[src/rtl/spi_regbank_pkg.sv]
// rtl/spi_regbank_pkg.sv - shared types and helpers for the SPI burst register bank
package spi_regbank_pkg;

  typedef enum logic [1:0] {
    IDLE,
    CMD,
    DATA
  } state_t;

  localparam int CMD_RW_BIT = 7;

  // Sample on the rising spi_clk edge in modes 0 and 3, falling in modes 1 and 2.
  function automatic logic mode_sample_rising(input logic cpol, input logic cpha);
    return ~(cpol ^ cpha);
  endfunction

endpackage

[src/rtl/spi_edge_detect.sv]
// rtl/spi_edge_detect.sv - spi_clk history and mode-qualified sample/shift edge pulses
module spi_edge_detect
  import spi_regbank_pkg::*;
(
  input  logic clk,
  input  logic rst,
  input  logic spi_clk,
  input  logic cpol,
  input  logic cpha,
  output logic sample,
  output logic shift
);

  logic spi_clk_q;
  logic rise;
  logic fall;

  always_ff @(posedge clk) begin
    if (rst) begin
      spi_clk_q <= 1'b0;
    end else begin
      spi_clk_q <= spi_clk;
    end
  end

  assign rise   = spi_clk & ~spi_clk_q;
  assign fall   = ~spi_clk & spi_clk_q;
  assign sample = mode_sample_rising(cpol, cpha) ? rise : fall;
  assign shift  = mode_sample_rising(cpol, cpha) ? fall : rise;

endmodule

[src/rtl/spi_regbank_burst.sv]
// rtl/spi_regbank_burst.sv - SPI slave register bank with bursts, auto-increment and strobes
module spi_regbank_burst
  import spi_regbank_pkg::*;
#(
  parameter int NUM_CFG    = 16,
  parameter int NUM_STATUS = 16,
  parameter int REG_WIDTH  = 8,
  parameter int ADDR_W     = 7,
  parameter logic [NUM_CFG*REG_WIDTH-1:0] CFG_RESET = '0
) (
  input  logic                            clk,
  input  logic                            rst,
  input  logic [1:0]                      mode,
  input  logic                            spi_cs_n,
  input  logic                            spi_clk,
  input  logic                            spi_mosi,
  output logic                            spi_miso,
  output logic [NUM_CFG*REG_WIDTH-1:0]    config_regs,
  input  logic [NUM_STATUS*REG_WIDTH-1:0] status_regs,
  output logic                            cfg_wr_pulse,
  output logic [ADDR_W-1:0]               cfg_wr_addr,
  output logic                            status_rd_pulse,
  output logic                            busy
);

  if (REG_WIDTH != 8) begin : g_bad_width
    $error("spi_regbank_burst: REG_WIDTH must be 8");
  end
  if (ADDR_W < 1 || ADDR_W > 7) begin : g_bad_addr_w
    $error("spi_regbank_burst: ADDR_W must be 1..7");
  end
  if (NUM_CFG < 1 || NUM_CFG + NUM_STATUS > (1 << ADDR_W)) begin : g_bad_map
    $error("spi_regbank_burst: register map does not fit the address space");
  end

  state_t                              state_q, state_d;
  logic [1:0]                          mode_q;
  logic                                cs_n_q;
  logic                                sample, shift;
  logic [2:0]                          bit_cnt;
  logic [REG_WIDTH-2:0]                shift_in;
  logic [REG_WIDTH-1:0]                byte_in;
  logic [REG_WIDTH-1:0]                shift_out;
  logic [REG_WIDTH-1:0]                load_byte;
  logic [ADDR_W-1:0]                   addr_q;
  logic [ADDR_W-1:0]                   load_addr;
  logic                                is_write, load_rw;
  logic                                load_is_status, wr_hit;
  logic                                rd_pending;
  logic                                byte_end, cmd_done, data_done;
  logic [NUM_CFG-1:0][REG_WIDTH-1:0]   cfg_q;

  spi_edge_detect u_edge (
    .clk    (clk),
    .rst    (rst),
    .spi_clk(spi_clk),
    .cpol   (mode_q[1]),
    .cpha   (mode_q[0]),
    .sample (sample),
    .shift  (shift)
  );

  assign byte_in   = {shift_in, spi_mosi};
  assign byte_end  = !spi_cs_n && sample && (bit_cnt == 3'd7);
  assign cmd_done  = byte_end && (state_q == CMD);
  assign data_done = byte_end && (state_q == DATA);
  assign load_addr = cmd_done ? byte_in[ADDR_W-1:0] : addr_q + ADDR_W'(1);
  assign load_rw   = cmd_done ? byte_in[CMD_RW_BIT] : is_write;

  // Address decode sweeps the map so unmapped addresses fall through to 0x00.
  always_comb begin
    load_byte      = '0;
    load_is_status = 1'b0;
    wr_hit         = 1'b0;
    for (int k = 0; k < NUM_CFG; k++) begin
      if (load_addr == ADDR_W'(k)) load_byte = cfg_q[k];
      if (addr_q == ADDR_W'(k)) wr_hit = 1'b1;
    end
    for (int k = 0; k < NUM_STATUS; k++) begin
      if (load_addr == ADDR_W'(NUM_CFG + k)) begin
        load_byte      = status_regs[k*REG_WIDTH +: REG_WIDTH];
        load_is_status = 1'b1;
      end
    end
  end

  always_ff @(posedge clk) begin
    if (rst) begin
      state_q <= IDLE;
    end else begin
      state_q <= state_d;
    end
  end

  always_comb begin
    state_d = state_q;
    if (spi_cs_n) begin
      state_d = IDLE;
    end else begin
      case (state_q)
        IDLE:    if (cs_n_q) state_d = CMD;
        CMD:     if (cmd_done) state_d = DATA;
        default: state_d = state_q;
      endcase
    end
  end

  always_ff @(posedge clk) begin
    if (rst) begin
      mode_q          <= 2'b00;
      cs_n_q          <= 1'b0;
      bit_cnt         <= '0;
      shift_in        <= '0;
      shift_out       <= '0;
      addr_q          <= '0;
      is_write        <= 1'b0;
      rd_pending      <= 1'b0;
      spi_miso        <= 1'b0;
      cfg_q           <= CFG_RESET;
      cfg_wr_pulse    <= 1'b0;
      cfg_wr_addr     <= '0;
      status_rd_pulse <= 1'b0;
    end else begin
      cs_n_q          <= spi_cs_n;
      cfg_wr_pulse    <= 1'b0;
      status_rd_pulse <= 1'b0;
      if (state_q == IDLE) mode_q <= mode;
      if (spi_cs_n || state_q == IDLE) begin
        bit_cnt    <= '0;
        spi_miso   <= 1'b0;
        shift_out  <= '0;
        rd_pending <= 1'b0;
      end else begin
        if (sample) begin
          shift_in <= byte_in[REG_WIDTH-2:0];
          bit_cnt  <= bit_cnt + 3'd1;
          // Status strobe fires once the master actually starts clocking the byte out.
          if (state_q == DATA && bit_cnt == 3'd0 && rd_pending) begin
            status_rd_pulse <= 1'b1;
            rd_pending      <= 1'b0;
          end
        end
        if (byte_end) begin
          addr_q     <= load_addr;
          is_write   <= load_rw;
          rd_pending <= !load_rw && load_is_status;
          if (load_rw) begin
            shift_out <= '0;
          end else if (!mode_q[0]) begin
            spi_miso  <= load_byte[REG_WIDTH-1];
            shift_out <= {load_byte[REG_WIDTH-2:0], 1'b0};
          end else begin
            shift_out <= load_byte;
          end
          if (data_done && is_write && wr_hit) begin
            for (int k = 0; k < NUM_CFG; k++) begin
              if (addr_q == ADDR_W'(k)) cfg_q[k] <= byte_in;
            end
            cfg_wr_pulse <= 1'b1;
            cfg_wr_addr  <= addr_q;
          end
        // CPHA=0 already presented the MSB at load, so the first shift edge of a byte is skipped.
        end else if (shift && state_q == DATA && (mode_q[0] || bit_cnt != 3'd0)) begin
          spi_miso  <= shift_out[REG_WIDTH-1];
          shift_out <= {shift_out[REG_WIDTH-2:0], 1'b0};
        end
      end
    end
  end

  assign config_regs = cfg_q;
  assign busy        = (state_q != IDLE);

endmodule

[config.mk]
export PLATFORM = sky130hd
export DESIGN_NAME = spi_regbank_burst
export DESIGN_NICKNAME = d
export VERILOG_FILES = /design/src/rtl/spi_regbank_pkg.sv /design/src/rtl/spi_edge_detect.sv /design/src/rtl/spi_regbank_burst.sv
export SDC_FILE = /design/constraint.sdc
export NUM_CORES = 1
export LEC_CHECK = 0
export BUFFER_PORTS_ARGS = -buffer_cell sky130_fd_sc_hd__buf_2
export CAP_MARGIN = 20
export CORE_MARGIN = 2
export CORE_UTILIZATION = 40
export CTS_CLUSTER_SIZE = 25
export DETAILED_ROUTE_END_ITERATION = 10
export SLEW_MARGIN = 20
export SYNTH_ARGS = -nofsm -noshare
export SYNTH_HDL_FRONTEND = slang
export SYNTH_HIERARCHICAL = 1
export SYNTH_SLANG_ARGS = --single-unit
export TNS_END_PERCENT = 50
[constraint.sdc]
create_clock -name clk -period 8.5 [get_ports clk]
set_input_delay 0.425 -clock clk [delete_from_list [all_inputs] [get_ports clk]]
set_output_delay 0.425 -clock clk [all_outputs]
set_load 0.1 [all_outputs]
==> results of run 1 <==
-- layout by cell type (no fill, tap or decap), types with 5 or more instances in the layout --
master	Yosys	layout
a32oi_1	7	7
inv_1	16	16
nand2_1	152	152
a22o_1	8	8
o21ai_0	59	59
buf_2	27	272
ha_1	7	7
o21a_1	12	12
mux2i_1	71	71
nor3_1	28	27
nand4_1	18	18
clkinv_8	0	5
nand2b_1	6	6
nand3_1	96	96
dfxtp_1	171	171
o221ai_1	9	9
buf_4	4	28
or3_1	7	7
a211oi_1	16	16
a21o_1	8	8
a221oi_1	8	8
and2_1	11	11
a31oi_1	11	11
nor2_1	162	158
a21oi_1	141	141
nor2b_1	5	5
o22ai_1	28	28
nor4_1	7	7
and3_1	6	6
a221o_1	7	7
a222oi_1	12	12
o21ai_1	8	8
nor2_2	1	5
o211ai_1	20	20
a2bb2oi_1	5	5
a22oi_1	21	21
clkbuf_16	0	17
-- final cells by class --
type / instances / area [µm²] / share of cell area (%)
inverters: 16 / 60.06 / 0.4848
multi-input cells: 1046 / 6306 / 50.90
clock buffers: 17 / 425.4 / 3.434
repair buffers: 302 / 1582 / 12.77
well taps: 330 / 412.9 / 3.333
flip-flops and latches: 171 / 3423 / 27.63
clock inverters: 15 / 178.9 / 1.444
-- power breakdown --
part	internal, mW	switching, mW
Clock	0.399	0.413
Combinational	0.0311	0.0481
Sequential	0.802	0.00171
Total	1.23	0.463
-- critical path: stages (launching register included) --
cell and delay, ns:
dfxtp_1 0.56, xor2_2 0.23, mux2i_1 0.69, and3b_1 0.75, a211oi_1 0.24, or2_2 0.64
a222oi_1 0.68, a21oi_1 0.28, nand4b_1 0.26, a22oi_1 0.53, a21oi_1 0.13, a211oi_1 0.24
o211ai_1 0.10
-- worst max path at each step --
stage	start	depth (start not counted)	end	slack (ns)
after floorplan	addr_q[0]$_SDFFE_PP0P_	14	shift_out[3]$_SDFFE_PP0P_	5.25
after global placement	mode_q[0]$_SDFFE_PP0P_	12	shift_out[4]$_SDFFE_PP0P_	3.15
after detailed placement	mode_q[0]$_SDFFE_PP0P_	12	shift_out[4]$_SDFFE_PP0P_	2.97
after CTS	mode_q[0]$_SDFFE_PP0P_	12	shift_out[4]$_SDFFE_PP0P_	2.95
after global routing	mode_q[0]$_SDFFE_PP0P_	12	shift_out[0]$_SDFFE_PP0P_	2.62
final	mode_q[0]$_SDFFE_PP0P_	12	shift_out[5]$_SDFFE_PP0P_	3.04
-- cell families (layout without fill, tap and decap cells) --
kind of cell               Yosys count  count (layout)  synth area share (%)
and+or+nand+nor                    529             529                 24.48
AOI/OAI and AO/OA                  430             430                 28.24
DFF                                171             171                 33.53
buffers and inverters              120             350                 4.964
muxes                               73              73                 7.182
adders and majority gates            7               7                0.8579
xor gates and xnor gates             7               7                0.7478
-- flip-flops by register name, indices dropped and copies added, names as in the netlist --
name / cells
is_write: 1
state_q: 2
shift_in: 7
cfg_wr_pulse: 1
spi_miso: 1
mode_q: 2
bit_cnt: 3
u_edge/spi_clk_q: 1
shift_out: 8
addr_q: 7
cs_n_q: 1
rd_pending: 1
config_regs: 128
status_rd_pulse: 1
cfg_wr_addr: 7
-- layer usage --
metal / vias to the layer above / wire length (µm) / share of wire [%] / track usage (%)
met5: - / 0 / 0 / 0
met2: 803 / 22330 / 44 / 56.34
li1: 5396 / - / - / -
met3: 156 / 5225 / 10 / 7.677
met1: 5791 / 20860 / 41 / 49.24
met4: 0 / 2119 / 4.2 / 14.47
-- through the flow --
stage / area, µm² / instances / util (%) / power [mW]
6_report: 12390 / 1897 / 49.34 / 1.694
3_5_place_dp: 11770 / 1863 / 46.89 / 0.8988
3_3_place_gp: 11770 / 1863 / 46.89 / 0.9000
2_1_floorplan: 10210 / 1337 / - / 0.8508
4_1_cts: 12380 / 1895 / 49.29 / 1.698
5_1_grt: 12390 / 1897 / 49.34 / 1.730
==> impl_metrics.json, run 1 <==
{
  "min_to": "u_edge/spi_clk_q$_SDFF_PP0_",
  "htreeDepth": 4,
  "nets": 1696,
  "worstSetupStartpointType": "flop",
  "p_leak_nw": 5.312,
  "portBuffers": 273,
  "cts.sinks": 171,
  "powerDensity_nw_per_um2": 136.7,
  "outcome": "completed",
  "r2r-start": "mode_q[0]$_SDFFE_PP0P_",
  "vias_per_cell": 6.403,
  "whs_ns": 0.2195,
  "start_util_pct": 40.66,
  "worst_slew_margin_rel_pct": 25.01,
  "clkSlewWorstSetupHoldPaths_ns": 0.08,
  "grt_pass1_wl_um": 72430,
  "die_area_um2": 26820,
  "die_width_um": 163.8,
  "setup_ws_ns": 3.035,
  "grt_setup_unrepaired": "no",
  "max_cap_viol_count": 0,
  "syn_to_final_growth_pct": 21.35,
  "ys_ff_latch": 171,
  "crit_fanout": 31,
  "clkLatencyLatePin_ns": 0.45,
  "r2r_slack_ns": 3.04,
  "antenna_found_initial": 0,
  "drtPass1Iterations": 8,
  "dpl.hpwl_um": 36820,
  "required_ns": 8.84,
  "worstReg2RegEnd": "shift_out[5]$_SDFFE_PP0P_",
  "num_rows": 58,
  "min_from": "spi_clk",
  "gp_congestion": 0.9758,
  "layout-drive-gt1-share_pct": 23.61,
  "num_antenna_cells": 0,
  "min_period_ns": 5.465,
  "synth_top_area_cell": "dfxtp_1",
  "syn_area_um2": 10210,
  "drt-initial-drc-count": 1699,
  "tns_ns": 0,
  "hold_depth": 2,
  "first_global_vias": 10970,
  "yosysMostFrequentCell": "dfxtp_1",
  "grt_max_degree": 89,
  "synth_seq_area_share_pct": 33.53,
  "crit_type": "reg2reg",
  "cts-root-buf": "clkbuf_16",
  "synth_area_leaders": "dfxtp_1, mux2i_1, a21oi_1",
  "worst_r2r_path_depth": 12,
  "endpoint_kind": "flop",
  "synth_warnings": 6,
  "die-height_um": 163.8,
  "synth_nets": 1479,
  "io_pins": 274,
  "setup_viol": 0,
  "postCtsSetupBuffers": 0,
  "fin_skew_ns": 0.01505,
  "max_freq_ghz": 0.1830,
  "drc": 0,
  "ys_types": 84,
  "ir_drop_mv": 0.1225,
  "gr-total-overflow": 0,
  "clk_path_buf_depth": 2,
  "fillers": 2605,
  "async_flop_share_pct": 0,
  "syn_area_per_cell_um2": 7.635,
  "tightestPinTransition_ns": 1.125,
  "cp.arrival_ns": 5.80,
  "cts.repair.resized": 0,
  "grtUsageTotal_pct": 36.33,
  "core_um2": 25110,
  "syn_inst": 1337,
  "wl_per_cell_um": 26.64,
  "cts_inserted_buffers": 17,
  "ant_nets": 0,
  "postCtsHoldBufs": 0,
  "final_min_period_over_clock_period_pct": 64.29,
  "ys.flop_type": "dfxtp_1",
  "vias": 12150,
  "slew_viol_final": 0,
  "synth_edf_count": 0,
  "place_ws_ns": 2.968,
  "cts_tree": "built",
  "wl_um": 50530,
  "synth_top_area_share_pct": 33.53,
  "holdCritPathClass": "in2reg",
  "synth_common_cells": "dfxtp_1, nor2_1, nand2_1, a21oi_1, nand3_1",
  "final-hold-violation-count": 0
}
No activity file was read; power rests on OpenSTA's default activity.
==> run 2: changes to the inputs <==
==> constraint.sdc (replaced) <==
create_clock -name clk -period 5.6 [get_ports clk]
set_input_delay 0.28 -clock clk [delete_from_list [all_inputs] [get_ports clk]]
set_output_delay 0.28 -clock clk [all_outputs]
set_load 0.1 [all_outputs]
==> impl_metrics.json, run 2 (synthesized netlist as in run 1, its figures left out) <==
{
  "crit_path_top_delay_cell": "a21boi_2",
  "outcome": "completed",
  "p_sw_share_pct": 25.77,
  "crit_fanout": 21,
  "cts_tree": "built",
  "final-hold-violation-count": 0,
  "syn_to_final_growth_pct": 22.09,
  "max_freq_ghz": 0.1999,
  "num_antenna_cells": 0,
  "io_pins": 274,
  "placed_area_um2": 11890,
  "tightestPinTransition_ns": 0.9868,
  "start_util_pct": 40.66,
  "gp_congestion": 1.020,
  "drc": 0,
  "r2r-start": "mode_q[0]$_SDFFE_PP0P_",
  "layout_commonest_cell": "buf_2",
  "clk_path_buf_depth": 2,
  "comb_power_share_pct": 4.8,
  "portBuffers": 273,
  "powerDensity_nw_per_um2": 203.7,
  "wl_per_cell_um": 26.70,
  "largest_register_ffs": 128,
  "min_from": "mode[1]",
  "die_width_um": 163.8,
  "drt-initial-drc-count": 1754,
  "postCtsHoldBufs": 0,
  "cts-root-buf": "clkbuf_16",
  "vias": 12200,
  "power.internal_mw": 1.885,
  "min_period_ns": 5.003,
  "antenna_found_initial": 0,
  "grt_setup_unrepaired": "no",
  "ant_nets": 0,
  "startpoint": "mode_q[0]$_SDFFE_PP0P_",
  "cts.sinks": 171,
  "htreeDepth": 4,
  "p_leak_nw": 5.362,
  "pwr-share-clk_pct": 47.2,
  "final_cell_mix": "buf_2, dfxtp_1, nor2_1, nand2_1, a21oi_1",
  "num_rows": 58,
  "gr-total-overflow": 0,
  "vias_per_cell": 6.388,
  "path_cells": "xor2_2 -> mux2i_1 -> buf_4 -> nand3b_4 -> o21ai_0 -> a21boi_2 -> a31oi_1 -> o21ai_0 -> nand4_1 -> a2111oi_0 -> buf_4 -> o31ai_1 -> nand3_1 -> a31oi_1",
  "fin_area_um2": 12460,
  "clkLatencyLatePin_ns": 0.45,
  "netSwitchingPower_mw": 0.6542,
  "final_min_period_over_clock_period_pct": 89.34,
  "grtUsageTotal_pct": 36.89,
  "postCtsSetupBuffers": 0,
  "fillers": 2560,
  "die_area_um2": 26820,
  "max_cap_viol_count": 0,
  "dpl.hpwl_um": 37930,
  "wl_um": 50960,
  "slew_viol_final": 0,
  "crit_type": "reg2reg",
  "die-height_um": 163.8,
  "clkSlewWorstSetupHoldPaths_ns": 0.08,
  "layout-drive-gt1-share_pct": 24.26,
  "holdCritPathClass": "in2reg",
  "tns_ns": 0,
  "grt_max_degree": 94,
  "worst_slew_margin_rel_pct": 34.21,
  "cp.arrival_ns": 5.34,
  "cts.repair.resized": 0,
  "ir_drop_mv": 0.1714,
  "critPathMaxStageDelay_ns": 0.67,
  "cts_inserted_buffers": 17,
  "worstSetupStartpointType": "flop",
  "endpoint_kind": "flop",
  "grt_pass1_wl_um": 73210,
  "first_global_vias": 11170,
  "setup_viol": 0,
  "seqPwrFrac_pct": 48.0,
  "fin_skew_ns": 0.01384,
  "fin_util_pct": 49.64,
  "required_ns": 5.94,
  "core_um2": 25110,
  "finalPower_mw": 2.539,
  "drtPass1Iterations": 9,
  "nets": 1710
}
==> run 2: changes by cell type in the layout (fill, tap and decap cells not counted), sizes merged <==
cell	delta
buf	+16
bufinv	+1
clkbuf	-2
clkinv	-4
clkinvlp	+2
inv	-1
==> run 2: power by group through the flow <==
stage	combinational (mW)	sequential, mW	clock (mW)
6_report	0.121	1.22	1.20
3_3_place_gp	0.120	1.25	0
5_1_grt	0.127	1.22	1.25
3_5_place_dp	0.118	1.25	0
2_1_floorplan	0.0448	1.25	0
4_1_cts	0.118	1.22	1.20
==> run 2: cell type report <==
class	count	area, µm²	share of cell area (%)
multi-input cells	1046	6315	50.67
well taps	330	412.9	3.313
clock buffers	17	425.4	3.413
clock inverters	13	135.1	1.084
flip-flops and latches	171	3423	27.47
repair buffers	316	1692	13.57
inverters	16	60.06	0.4819
==> run 2: worst paths after layout <==
check	endpoint	slack (ns)	cells after the start
worst min register to register	cfg_wr_addr[6]$_SDFFE_PP0P_	0.46	1
worst min-delay path	mode_q[1]$_SDFFE_PP0P_	0.07	3
worst max register to register	shift_out[4]$_SDFFE_PP0P_	0.60	14
worst max-delay path	shift_out[4]$_SDFFE_PP0P_	0.60	14
==> run 2: stage by stage <==
| step | hold WS [ns] | worst slack, ns | instances |
|---|---|---|---|
| global route | 0.09186 | 0.4193 | 1909 |
| CTS | 0.06003 | 0.7572 | 1909 |
| detailed placement | 0.4409 | 0.7817 | 1879 |
| global placement | 0.4389 | 0.8346 | 1879 |
| floorplan | 0.3516 | 2.349 | 1337 |
| finish | 0.06923 | 0.5968 | 1909 |
==> run 2: worst max-delay path, delay by kind of cell, from the launching register on <==
kind | cells | cell delay, ns
simple gates | 3 | 0.57
mux | 1 | 0.21
buf+inv | 2 | 0.44
flops | 1 | 0.58
compound gates | 7 | 2.85
xor+xnor | 1 | 0.23
==> run 2: per-layer routing <==
| layer | GRT usage (%) | up-vias | routed length (µm) |
|---|---|---|---|
| met5 | 0 | - | 0 |
| met4 | 14.83 | 0 | 2021 |
| met3 | 6.667 | 137 | 5243 |
| met2 | 57.39 | 836 | 22700 |
| met1 | 50.51 | 5794 | 20990 |
| li1 | - | 5428 | - |
